File: config.mk
export PLATFORM = sky130hd
export DESIGN_NAME = fifo_frame_scheduler
export DESIGN_NICKNAME = d
export VERILOG_FILES = /design/src/rtl/fifo_frame_scheduler.sv
export SDC_FILE = /design/constraint.sdc
export NUM_CORES = 1
export LEC_CHECK = 0
export BUFFER_PORTS_ARGS = -buffer_cell sky130_fd_sc_hd__clkbuf_2
export CAP_MARGIN = 30
export CORE_ASPECT_RATIO = 0.6
export CORE_MARGIN = 10
export CORE_UTILIZATION = 50
export CTS_CLUSTER_DIAMETER = 150
export DETAILED_ROUTE_END_ITERATION = 12
export PLACE_DENSITY_LB_ADDON = 0.1
export SYNTH_ARGS = -nofsm -noshare
export SYNTH_HDL_FRONTEND = slang
export SYNTH_HIERARCHICAL = 1
export SYNTH_SLANG_ARGS = --single-unit
export TNS_END_PERCENT = 1
File: constraint.sdc
create_clock -name clk -period 3.85 [get_ports clk]
set_input_delay 0 -clock clk [delete_from_list [all_inputs] [get_ports clk]]
set_output_delay 0 -clock clk [all_outputs]
set_load 0.005 [all_outputs]
File: src/rtl/fifo_frame_scheduler.sv
// Round-robin framer: drains NCH rx FIFOs into {header, FRAME_LEN payload} frames; header 1 cycle after grant, payload 2 cycles later.
// FIFO reads are throttled by free space in a 2-entry output buffer, so out_ready stalls never drop or duplicate words.

module sync_fifo #(
   parameter int W     = 8,
   parameter int DEPTH = 2,
   parameter int CW    = $clog2(DEPTH + 1)
) (
   input  logic          clk,
   input  logic          rst_n,
   input  logic          push,
   input  logic [W-1:0]  push_dat,
   input  logic          pop,
   output logic [W-1:0]  head_dat,
   output logic [CW-1:0] count
);
   localparam int AW = (DEPTH > 1) ? $clog2(DEPTH) : 1;

   logic [W-1:0]  mem [DEPTH];
   logic [AW-1:0] wr_ptr, rd_ptr;

   always_ff @(posedge clk or negedge rst_n) begin
      if (!rst_n) begin
         for (int i = 0; i < DEPTH; i++) mem[i] <= '0;
         wr_ptr <= '0;
         rd_ptr <= '0;
         count  <= '0;
      end else begin
         if (push) begin
            mem[wr_ptr] <= push_dat;
            wr_ptr      <= (wr_ptr == AW'(DEPTH - 1)) ? '0 : wr_ptr + 1'b1;
         end
         if (pop) rd_ptr <= (rd_ptr == AW'(DEPTH - 1)) ? '0 : rd_ptr + 1'b1;
         count <= count + CW'(push) - CW'(pop);
      end
   end

   assign head_dat = mem[rd_ptr];
endmodule

module fifo_frame_scheduler #(
   parameter int NCH       = 2,
   parameter int WD        = 16,
   parameter int DP        = 11,
   parameter int FRAME_LEN = 238
) (
   input  logic              clk,
   input  logic              rst_n,
   input  logic              enable,
   input  logic [NCH*DP-1:0] fifo_usedw,
   input  logic [NCH*WD-1:0] fifo_q,
   output logic [NCH-1:0]    fifo_rdreq,
   output logic [WD-1:0]     out_data,
   output logic              out_valid,
   input  logic              out_ready,
   output logic              out_first,
   output logic              out_last,
   output logic              busy,
   output logic [1:0]        cur_ch
);
   localparam logic [DP-1:0] FL = DP'(FRAME_LEN);

   typedef enum logic [1:0] {IDLE, PAY, DONE} state_t;
   typedef struct packed {
      logic          first;
      logic          last;
      logic [WD-1:0] dat;
   } ent_t;

   state_t        state;
   logic [1:0]    rr_ptr, gnt_ch, nxt_ptr;
   logic [WD-3:0] seq;
   logic [DP-1:0] issued;
   logic          inflight, gnt_vld, hdr_push, push, pop, rd_vld;
   logic [3:0]    elig;
   logic [1:0]    occ;
   logic [2:0]    space;
   ent_t          push_ent, head_ent;

   function automatic logic [1:0] wrap_ch(input logic [2:0] s);
      return (s >= 3'(NCH)) ? 2'(s - 3'(NCH)) : s[1:0];
   endfunction

   // Scan from the far end back toward rr_ptr so the nearest eligible channel wins.
   always_comb begin
      elig = '0;
      for (int i = 0; i < NCH; i++) elig[i] = (fifo_usedw[i*DP +: DP] >= FL);
      gnt_vld = 1'b0;
      gnt_ch  = '0;
      for (int k = NCH - 1; k >= 0; k--) begin
         if (elig[wrap_ch({1'b0, rr_ptr} + 3'(k))]) begin
            gnt_vld = 1'b1;
            gnt_ch  = wrap_ch({1'b0, rr_ptr} + 3'(k));
         end
      end
   end

   assign pop      = out_valid & out_ready;
   assign space    = 3'd2 + {2'b0, pop} - {1'b0, occ} - {2'b0, inflight};
   assign hdr_push = (state == IDLE) && enable && gnt_vld && (space != 3'd0);
   assign rd_vld   = (state == PAY) && (issued < FL) && (space != 3'd0);
   assign push     = hdr_push | inflight;
   assign nxt_ptr  = wrap_ch({1'b0, cur_ch} + 3'd1);

   assign fifo_rdreq = rd_vld ? (NCH'(1) << cur_ch) : '0;

   // Only one read is ever outstanding, so the word returning with issued == FL is the last.
   always_comb begin
      push_ent = '0;
      if (hdr_push) begin
         push_ent.first = 1'b1;
         push_ent.dat   = {gnt_ch, seq};
      end else begin
         push_ent.last = (issued == FL);
         push_ent.dat  = fifo_q[cur_ch*WD +: WD];
      end
   end

   sync_fifo #(.W($bits(ent_t)), .DEPTH(2)) u_obuf (
      .clk      (clk),
      .rst_n    (rst_n),
      .push     (push),
      .push_dat (push_ent),
      .pop      (pop),
      .head_dat (head_ent),
      .count    (occ)
   );

   assign out_valid = (occ != 2'd0);
   assign out_data  = head_ent.dat;
   assign out_first = out_valid & head_ent.first;
   assign out_last  = out_valid & head_ent.last;

   always_ff @(posedge clk or negedge rst_n) begin
      if (!rst_n) begin
         state    <= IDLE;
         rr_ptr   <= '0;
         seq      <= '0;
         issued   <= '0;
         inflight <= 1'b0;
         cur_ch   <= '0;
         busy     <= 1'b0;
      end else begin
         inflight <= rd_vld;
         case (state)
            IDLE: if (hdr_push) begin
               cur_ch <= gnt_ch;
               busy   <= 1'b1;
               state  <= PAY;
            end
            PAY: begin
               if (rd_vld) issued <= issued + 1'b1;
               if (issued == FL) state <= DONE;
            end
            DONE: if (!inflight) begin
               seq    <= seq + 1'b1;
               rr_ptr <= nxt_ptr;
               busy   <= 1'b0;
               issued <= '0;
               state  <= IDLE;
            end
            default: state <= IDLE;
         endcase
      end
   end
endmodule
==> results of run 1 <==
power by group through the flow:
stage | clock (mW) | combinational [mW] | sequential (mW)
floorplan | 0 | 1.36 | 1.20
finish | 0.959 | 1.68 | 1.29
CTS | 0.974 | 1.71 | 1.29
global route | 1.01 | 1.85 | 1.33
global placement | 0 | 1.65 | 1.29
detailed placement | 0 | 1.70 | 1.30
worst max-delay path by stage:
stage                         start  depth (start not counted)              to  slack (ns)
floorplan           u_obuf/count[1]                         15  u_obuf/mem[25]        0.88
global placement    u_obuf/count[1]                         12  u_obuf/mem[35]        0.77
global route        u_obuf/count[1]                         12  u_obuf/mem[22]        0.52
detailed placement  u_obuf/count[1]                         12  u_obuf/mem[35]        0.75
finish              u_obuf/count[1]                         12  u_obuf/mem[35]        0.76
CTS                 u_obuf/count[1]                         12  u_obuf/mem[35]        0.73
cell type report:
type | count | area share (%)
Clock buffer | 11 | 5.12
Clock inverter | 5 | 2.16
Inverter | 10 | 0.792
Multi-Input combinational cell | 228 | 41.0
Sequential cell | 73 | 38.5
Tap cell | 104 | 2.74
Timing Repair Buffer | 85 | 9.61
layer usage:
metal  up-vias  share of wire, %
met3        14               6.0
met4         0               1.4
met1      1314                51
met5         -                 0
met2        64                41
li1       1313                 -
registers in the layout (all words and copies together) (netlist names):
signal         count
seq               14
rr_ptr             2
u_obuf/count       2
busy               1
u_obuf/mem        36
issued            11
u_obuf/rd_ptr      1
u_obuf/wr_ptr      1
inflight           1
cur_ch             2
state              2
synth_stat cells, drive strengths merged (2+ instances only):
library cell,number
mux2,68
nor3,5
nand4,4
o21ai,7
and3,4
nand3,12
nand2,20
or3,3
nor2b,6
and2,6
ha,6
dfrtp,73
a21oi,2
inv,10
xor2,5
mux2i,19
nor3b,3
nor2,19
o211ai,2
clkbuf,3
buf,10
nand2b,5
xnor2,13
worst max-delay path: stages (launching register included):
cell	delay (ns)
sky130_fd_sc_hd__dfrtp_1	0.39
sky130_fd_sc_hd__nor2_1	0.09
sky130_fd_sc_hd__inv_1	0.07
sky130_fd_sc_hd__nand2_1	0.09
sky130_fd_sc_hd__fa_1	0.40
sky130_fd_sc_hd__ha_1	0.28
sky130_fd_sc_hd__nand3b_1	0.18
sky130_fd_sc_hd__o211ai_1	0.14
sky130_fd_sc_hd__o22a_1	0.26
sky130_fd_sc_hd__nand2b_1	0.20
sky130_fd_sc_hd__nor2b_2	0.18
sky130_fd_sc_hd__buf_4	0.31
sky130_fd_sc_hd__mux2_2	0.38
timing repair:
action,4_1_cts,5_1_grt
hold endpoints to repair,23,0
gates resized for setup,0,0
hold buffers,1,0
logic make-up (layout without fill, tap and decap cells):
| kind of cell | count (synthesis) | in the layout |
|---|---|---|
| and+or+nand+nor | 95 | 95 |
| muxes | 87 | 87 |
| DFF | 73 | 73 |
| buffers and inverters | 23 | 111 |
| AOI/OAI and AO/OA | 21 | 21 |
| xor gates and xnor gates | 18 | 18 |
| adders and majority gates | 7 | 7 |
==> flow_summary.html, run 1 <==
<table>
<tr><th>Metric</th><th>Value</th></tr>
<tr><th colspan="2">Status</th></tr>
<tr><td>Outcome</td><td>finished clean</td></tr>
<tr><th colspan="2">Drt</th></tr>
<tr><td>DR WL/cell</td><td>17.1 um</td></tr>
<tr><td>Routed wire length</td><td>8810 um</td></tr>
<tr><td>Post-detailed-route count of antenna-violating nets</td><td>0</td></tr>
<tr><td>Vias/cell</td><td>5.24</td></tr>
<tr><td>Via Count</td><td>2705</td></tr>
<tr><td>DRC errors left</td><td>0</td></tr>
<tr><td>Number of detailed-routing iterations run before antenna repair</td><td>4</td></tr>
<tr><td>Drt first-iter violations</td><td>134</td></tr>
<tr><th colspan="2">Synth</th></tr>
<tr><td>Post-Synth Adder-Cell Area</td><td>2.43%</td></tr>
<tr><td>Mapped Nets</td><td>389</td></tr>
<tr><td>Synth top area share</td><td>46.6%</td></tr>
<tr><td>Proportion of synthesized flip-flops having asynchronous set or reset</td><td>100%</td></tr>
<tr><td>Library cells used by synthesis</td><td>52</td></tr>
<tr><td>Post-synthesis average cell area</td><td>12.1 um^2</td></tr>
<tr><td>Post-synthesis cell count</td><td>324</td></tr>
<tr><td>Mux share of post-synthesis cell area</td><td>26.0%</td></tr>
<tr><td>Synthesized flop and latch total</td><td>73</td></tr>
<tr><td>Leading area contributor after synthesis</td><td>sky130_fd_sc_hd__dfrtp_1</td></tr>
<tr><td>Number of enable-type register cells in the synthesized netlist</td><td>0</td></tr>
<tr><td>Syn Std Cell Area</td><td>3920 um^2</td></tr>
<tr><td>Yosys Warn Count</td><td>6</td></tr>
<tr><td>Share of the yosys chip area belonging to registers</td><td>46.6%</td></tr>
<tr><td>Post-synthesis xor/xnor area fraction</td><td>4.02%</td></tr>
<tr><td>Main combinational cell family by area after synthesis</td><td>multiplexers</td></tr>
<tr><td>Largest cells by area after synthesis</td><td>sky130_fd_sc_hd__dfrtp_1, sky130_fd_sc_hd__mux2_2, sky130_fd_sc_hd__mux2_4</td></tr>
<tr><td>Compound-Gate Fraction of Synth Area</td><td>3.96%</td></tr>
<tr><td>Simple-gate area share of the yosys netlist</td><td>13.2%</td></tr>
<tr><td>Flip-flop cell with the highest count after synthesis</td><td>sky130_fd_sc_hd__dfrtp_1</td></tr>
<tr><th colspan="2">Final layout</th></tr>
<tr><td>Most common library cell in the layout ignoring fill and taps</td><td>sky130_fd_sc_hd__clkbuf_2</td></tr>
<tr><td>Area occupied by registers</td><td>1830 um^2</td></tr>
<tr><td>Top library cells by usage in the layout, fill and taps aside</td><td>sky130_fd_sc_hd__clkbuf_2, sky130_fd_sc_hd__dfrtp_1, sky130_fd_sc_hd__mux2_2</td></tr>
<tr><td>Final standard cell count with taps included and fillers excluded</td><td>516</td></tr>
<tr><td>Antenna fix cells</td><td>0</td></tr>
<tr><td>Share of post-route cells with drive strength above 1</td><td>43.0%</td></tr>
<tr><td>Final net count</td><td>472</td></tr>
<tr><td>Area of all placed cells without fillers</td><td>4740 um^2</td></tr>
<tr><td>Synth-to-Final Area Change</td><td>20.9%</td></tr>
<tr><td>Area of the multi-input gates</td><td>1950 um^2</td></tr>
<tr><td>Final core area utilization</td><td>63.7%</td></tr>
<tr><td>Count of filler cells inserted in the layout</td><td>626</td></tr>
<tr><th colspan="2">Worst setup path</th></tr>
<tr><td>Worst reg-to-reg setup slack</td><td>0.76 ns</td></tr>
<tr><td>Required time at the endpoint of the critical path</td><td>4.06 ns</td></tr>
<tr><td>RR Endpoint</td><td>u_obuf/mem[35]</td></tr>
<tr><td>Worst r2r src</td><td>u_obuf/count[1]</td></tr>
<tr><td>Crit end category</td><td>flip-flop</td></tr>
<tr><td>Critical path class</td><td>reg2reg</td></tr>
<tr><td>Logic depth of the worst register-to-register path</td><td>12</td></tr>
<tr><td>Peak fanout along the critical path</td><td>18</td></tr>
<tr><td>Worst Setup Start Kind</td><td>flip-flop</td></tr>
<tr><td>Endpoint arrival time on the critical path</td><td>3.30 ns</td></tr>
<tr><th colspan="2">Global routing</th></tr>
<tr><td>Met1 routing resource usage after global routing</td><td>20.7%</td></tr>
<tr><td>Number of global-route vias before repair</td><td>2879</td></tr>
<tr><td>Met2 global-route usage</td><td>23.2%</td></tr>
<tr><td>GRT Resource Usage Total</td><td>15.7%</td></tr>
<tr><td>GRT met3 Usage</td><td>6.11%</td></tr>
<tr><td>First-pass GRT wire length</td><td>14800 um</td></tr>
<tr><td>Largest net degree at the start of global routing</td><td>30</td></tr>
<tr><td>GRT overflow</td><td>0</td></tr>
<tr><td>Number of antenna violations at the first check in global routing</td><td>0</td></tr>
<tr><td>Grt peak-use layer</td><td>met2</td></tr>
<tr><th colspan="2">STA</th></tr>
<tr><td>Slew at the pin closest to its max-slew limit</td><td>1.04 ns</td></tr>
<tr><td>Remaining max-slew budget at the tightest pin</td><td>30.6%</td></tr>
<tr><td>Final hold slack</td><td>0.0369 ns</td></tr>
<tr><td>Period minus WS final</td><td>3.09 ns</td></tr>
<tr><td>Final Cycle Share</td><td>80.2%</td></tr>
<tr><td>Final sum of negative setup slack</td><td>0 ns</td></tr>
<tr><td>Setup repair after global routing missed its margin</td><td>false</td></tr>
<tr><td>Final setup fails</td><td>0</td></tr>
<tr><td>Highest clock frequency the design can meet</td><td>0.324 GHz</td></tr>
<tr><td>Clock tree skew after final layout</td><td>0.00444 ns</td></tr>
<tr><td>Number of max-slew violations in the final report</td><td>0</td></tr>
<tr><td>Number of endpoints with negative hold slack in the final report</td><td>0</td></tr>
<tr><td>Minimum setup slack in the final design</td><td>0.762 ns</td></tr>
<tr><th colspan="2">Placement</th></tr>
<tr><td>Placement Cell Area</td><td>4390 um^2</td></tr>
<tr><td>Quantity of I/O buffers inserted on ports</td><td>79</td></tr>
<tr><td>Minimum setup slack after placement</td><td>0.748 ns</td></tr>
<tr><td>Final HPWL from detailed placement</td><td>6450 um</td></tr>
<tr><td>Global placement routability congestion</td><td>0.855</td></tr>
<tr><td>DP Cell Count</td><td>499</td></tr>
<tr><th colspan="2">Clocking</th></tr>
<tr><td>CTS tree</td><td>done</td></tr>
<tr><td>Deepest level of the CTS H-tree</td><td>3</td></tr>
<tr><td>Clock sink total</td><td>73</td></tr>
<tr><td>Root buffer cell</td><td>sky130_fd_sc_hd__clkbuf_16</td></tr>
<tr><td>Skew-Pair Late Insertion Delay</td><td>0.33 ns</td></tr>
<tr><td>Maximum count of clock buffers along a single path</td><td>2</td></tr>
<tr><td>Clock-pin slew of the registers on the worst-case setup and hold paths</td><td>0.05 ns</td></tr>
<tr><td>Number of setup buffers added after CTS</td><td>0</td></tr>
<tr><td>Num CTS Buffers</td><td>9</td></tr>
<tr><th colspan="2">Floorplanning</th></tr>
<tr><td>Initial standard-cell utilization of the core</td><td>52.7%</td></tr>
<tr><td>Overall die width</td><td>134 um</td></tr>
<tr><td>Top-level port count</td><td>82</td></tr>
<tr><td>Die height</td><td>88.6 um</td></tr>
<tr><td>Core Footprint</td><td>7450 um^2</td></tr>
<tr><td>Die area</td><td>11900 um^2</td></tr>
<tr><td>Number of rows created at floorplan</td><td>24</td></tr>
<tr><th colspan="2">Flow run</th></tr>
<tr><td>Number of maximum-capacitance constraint violations</td><td>0</td></tr>
<tr><th colspan="2">Power</th></tr>
<tr><td>Power consumption</td><td>3.92 mW</td></tr>
<tr><td>Clock network fraction of total power</td><td>24.4%</td></tr>
<tr><td>Worst supply voltage drop on vdd</td><td>0.477 mV</td></tr>
<tr><td>LEAKAGE</td><td>2.28 nW</td></tr>
<tr><td>Share of total power in sequential cells</td><td>32.8%</td></tr>
<tr><td>P per Cell Area</td><td>828 nW/um^2</td></tr>
<tr><td>Internal power component</td><td>2.64 mW</td></tr>
<tr><td>Logic pwr share</td><td>42.8%</td></tr>
<tr><td>Switching share of power</td><td>32.8%</td></tr>
<tr><td>Net switching power figure</td><td>1.29 mW</td></tr>
<tr><th colspan="2">Min path</th></tr>
<tr><td>Class of the tightest hold or removal check</td><td>in2reg</td></tr>
<tr><td>Worst Hold Depth</td><td>4</td></tr>
<tr><td>Destination of the worst hold path</td><td>u_obuf/rd_ptr</td></tr>
<tr><td>Worst hold start</td><td>out_ready</td></tr>
</table>
No activity file was read; power rests on OpenSTA's default activity.
==> run 2: changes to the inputs <==
- clock period: 3.85 -> 3.1 ns (I/O delays scaled with it)
==> run 2 against run 1 <==
Sequential share of layout area fell by 0.37 points. Global-route usage up 0.15 points. Total power grew 25%. First-iteration DRC count up 23%. Via count up 1.5%. Clock power increased by 6%. Clock skew hardly changed. Die area unchanged. Sequential cell count did not move. Largest cell class unchanged.
==> flow_summary.html, run 2 (synthesis gave the netlist of run 1 again) <==
<table>
<tr><th>Metric</th><th>Value</th></tr>
<tr><th colspan="2">Worst setup path</th></tr>
<tr><td>Worst Setup Start Kind</td><td>flip-flop (unchanged)</td></tr>
<tr><td>Endpoint arrival time on the critical path</td><td>3.13 ns (was 3.30 ns)</td></tr>
<tr><td>Required time at the endpoint of the critical path</td><td>3.32 ns (was 4.06 ns)</td></tr>
<tr><td>Crit end category</td><td>flip-flop (unchanged)</td></tr>
<tr><td>Worst reg-to-reg setup slack</td><td>0.18 ns (was 0.76 ns)</td></tr>
<tr><td>Critical path class</td><td>reg2reg (unchanged)</td></tr>
<tr><td>Peak fanout along the critical path</td><td>9 (was 18)</td></tr>
<tr><th colspan="2">Final layout</th></tr>
<tr><td>Reg with most FFs</td><td>u_obuf/mem (unchanged)</td></tr>
<tr><td>Count of filler cells inserted in the layout</td><td>612 (was 626)</td></tr>
<tr><td>Area of the multi-input gates</td><td>1950 um^2 (about the same)</td></tr>
<tr><td>Top library cells by usage in the layout, fill and taps aside</td><td>sky130_fd_sc_hd__clkbuf_2, sky130_fd_sc_hd__dfrtp_1, sky130_fd_sc_hd__mux2_2 (unchanged)</td></tr>
<tr><td>Synth-to-Final Area Change</td><td>22.1% (was 20.9%)</td></tr>
<tr><td>Final net count</td><td>480 (was 472)</td></tr>
<tr><td>Max FFs per register</td><td>36 (unchanged)</td></tr>
<tr><td>Final core area utilization</td><td>64.3% (was 63.7%)</td></tr>
<tr><td>Top Registers</td><td>u_obuf/mem: 36 flops, seq: 14 flops, issued: 11 flops (unchanged)</td></tr>
<tr><td>Area occupied by registers</td><td>1830 um^2 (unchanged)</td></tr>
<tr><td>Antenna fix cells</td><td>0 (unchanged)</td></tr>
<tr><td>Most common library cell in the layout ignoring fill and taps</td><td>sky130_fd_sc_hd__clkbuf_2 (unchanged)</td></tr>
<tr><td>Share of post-route cells with drive strength above 1</td><td>44.3% (was 43.0%)</td></tr>
<tr><td>Area of all placed cells without fillers</td><td>4790 um^2 (was 4740 um^2)</td></tr>
<tr><th colspan="2">Clocking</th></tr>
<tr><td>Skew-Pair Late Insertion Delay</td><td>0.33 ns (about the same)</td></tr>
<tr><td>Maximum count of clock buffers along a single path</td><td>2 (unchanged)</td></tr>
<tr><td>Root buffer cell</td><td>sky130_fd_sc_hd__clkbuf_16 (unchanged)</td></tr>
<tr><td>Clock sink total</td><td>73 (unchanged)</td></tr>
<tr><td>Num CTS Buffers</td><td>9 (unchanged)</td></tr>
<tr><td>Deepest level of the CTS H-tree</td><td>3 (unchanged)</td></tr>
<tr><td>Clock-pin slew of the registers on the worst-case setup and hold paths</td><td>0.06 ns (was 0.05 ns)</td></tr>
<tr><td>CTS tree</td><td>done (unchanged)</td></tr>
<tr><th colspan="2">Global routing</th></tr>
<tr><td>Largest net degree at the start of global routing</td><td>39 (was 30)</td></tr>
<tr><td>First-pass GRT wire length</td><td>15000 um (was 14800 um)</td></tr>
<tr><td>GRT overflow</td><td>0 (unchanged)</td></tr>
<tr><td>Number of antenna violations at the first check in global routing</td><td>0 (unchanged)</td></tr>
<tr><td>GRT Resource Usage Total</td><td>15.8% (was 15.7%)</td></tr>
<tr><td>Number of global-route vias before repair</td><td>2904 (was 2879)</td></tr>
<tr><th colspan="2">STA</th></tr>
<tr><td>Remaining max-slew budget at the tightest pin</td><td>36.1% (was 30.6%)</td></tr>
<tr><td>Number of endpoints with negative hold slack in the final report</td><td>0 (unchanged)</td></tr>
<tr><td>Slew at the pin closest to its max-slew limit</td><td>0.959 ns (was 1.04 ns)</td></tr>
<tr><td>Period minus WS final</td><td>2.92 ns (was 3.09 ns)</td></tr>
<tr><td>Highest clock frequency the design can meet</td><td>0.343 GHz (was 0.324 GHz)</td></tr>
<tr><td>Minimum setup slack in the final design</td><td>0.185 ns (was 0.762 ns)</td></tr>
<tr><td>Final Cycle Share</td><td>94.0% (was 80.2%)</td></tr>
<tr><td>Number of max-slew violations in the final report</td><td>0 (unchanged)</td></tr>
<tr><td>Clock tree skew after final layout</td><td>0.00482 ns (was 0.00444 ns)</td></tr>
<tr><td>Final setup fails</td><td>0 (unchanged)</td></tr>
<tr><th colspan="2">Placement</th></tr>
<tr><td>Quantity of I/O buffers inserted on ports</td><td>79 (unchanged)</td></tr>
<tr><td>Placement Cell Area</td><td>4440 um^2 (was 4390 um^2)</td></tr>
<tr><td>Minimum setup slack after placement</td><td>0.184 ns (was 0.748 ns)</td></tr>
<tr><td>Final HPWL from detailed placement</td><td>6640 um (was 6450 um)</td></tr>
<tr><td>Global placement routability congestion</td><td>0.822 (was 0.855)</td></tr>
<tr><th colspan="2">Floorplanning</th></tr>
<tr><td>Die area</td><td>11900 um^2 (unchanged)</td></tr>
<tr><td>Overall die width</td><td>134 um (unchanged)</td></tr>
<tr><td>Initial standard-cell utilization of the core</td><td>52.7% (unchanged)</td></tr>
<tr><td>Core Footprint</td><td>7450 um^2 (unchanged)</td></tr>
<tr><td>Top-level port count</td><td>82 (unchanged)</td></tr>
<tr><td>Number of rows created at floorplan</td><td>24 (unchanged)</td></tr>
<tr><td>Die height</td><td>88.6 um (unchanged)</td></tr>
<tr><th colspan="2">Drt</th></tr>
<tr><td>Routed wire length</td><td>9170 um (was 8810 um)</td></tr>
<tr><td>Drt first-iter violations</td><td>165 (was 134)</td></tr>
<tr><td>Vias/cell</td><td>5.24 (about the same)</td></tr>
<tr><td>Post-detailed-route count of antenna-violating nets</td><td>0 (unchanged)</td></tr>
<tr><td>Number of detailed-routing iterations run before antenna repair</td><td>4 (unchanged)</td></tr>
<tr><td>Via Count</td><td>2745 (was 2705)</td></tr>
<tr><td>DR WL/cell</td><td>17.5 um (was 17.1 um)</td></tr>
<tr><td>DRC errors left</td><td>0 (unchanged)</td></tr>
<tr><th colspan="2">Flow run</th></tr>
<tr><td>Number of maximum-capacitance constraint violations</td><td>0 (unchanged)</td></tr>
<tr><th colspan="2">Power</th></tr>
<tr><td>P per Cell Area</td><td>1030 nW/um^2 (was 828 nW/um^2)</td></tr>
<tr><td>Worst supply voltage drop on vdd</td><td>0.498 mV (was 0.477 mV)</td></tr>
<tr><td>LEAKAGE</td><td>2.31 nW (was 2.28 nW)</td></tr>
<tr><th colspan="2">Status</th></tr>
<tr><td>Outcome</td><td>finished clean (unchanged)</td></tr>
<tr><th colspan="2">Min path</th></tr>
<tr><td>Class of the tightest hold or removal check</td><td>in2reg (unchanged)</td></tr>
</table>
==> run 2: worst paths after layout <==
path,startpoint,cells past startpoint,end
min,out_ready,4,u_obuf/rd_ptr
min reg2reg,rr_ptr[1],2,rr_ptr[1]
max reg2reg,u_obuf/count[0],12,u_obuf/mem[26]
max in group asynchronous,rst_n,3,u_obuf/mem[20]
max,u_obuf/count[0],12,u_obuf/mem[26]
min in group asynchronous,rst_n,2,issued[8]
==> run 2: cell type report <==
class	instances	share of cell area [%]
inverters	10	0.784
well taps	104	2.72
multi-input cells	228	40.7
repair buffers	93	11.4
flip-flops and latches	73	38.2
clock inverters	7	1.49
clock buffers	9	4.70
==> run 2: per-stage QoR <==
stage / power, mW / hold slack, ns / setup TNS, ns / std cells
CTS: 4.89 / 0.0211 / 0 / 521
global route: 5.26 / 0.0805 / -0.169 / 524
floorplan: 3.18 / -0.296 / 0 / 324
finish: 4.92 / 0.0357 / 0 / 524
detailed placement: 3.84 / 0.165 / 0 / 504
global placement: 3.76 / 0.162 / 0 / 504
==> run 2: where the power goes <==
part / internal (mW) / switching (mW) / total (mW)
Clock: 0.621 / 0.403 / 1.02
Combinational: 1.31 / 0.925 / 2.24
Sequential: 1.31 / 0.346 / 1.65
==> run 2: what timing repair did <==
action / in CTS / in global routing
buffers inserted: 0 / 2
endpoints found under the hold margin: 36 / 0
hold buffers: 1 / 0
setup endpoints to repair: 0 / 11
gates resized for setup: 0 / 1
==> run 2: metal layers <==
metal	share of wire, %	vias up	track usage, %
li1	-	1320	-
met1	51	1343	21.1
met2	42	75	23.7
met3	7.1	7	5.71
met4	0.62	0	4.42
met5	0	-	0
==> run 2: critical path: stages (launching register included) <==
cell                        delay (ns)
sky130_fd_sc_hd__dfrtp_1          0.38
sky130_fd_sc_hd__nor2_1           0.09
sky130_fd_sc_hd__inv_1            0.07
sky130_fd_sc_hd__nand2_1          0.10
sky130_fd_sc_hd__fa_1             0.41
sky130_fd_sc_hd__ha_1             0.28
sky130_fd_sc_hd__nand3b_1         0.18
sky130_fd_sc_hd__o211ai_1         0.14
sky130_fd_sc_hd__o22a_1           0.26
sky130_fd_sc_hd__nand2b_1         0.13
sky130_fd_sc_hd__nor2b_4          0.24
sky130_fd_sc_hd__clkbuf_16        0.21
sky130_fd_sc_hd__mux2_4           0.30
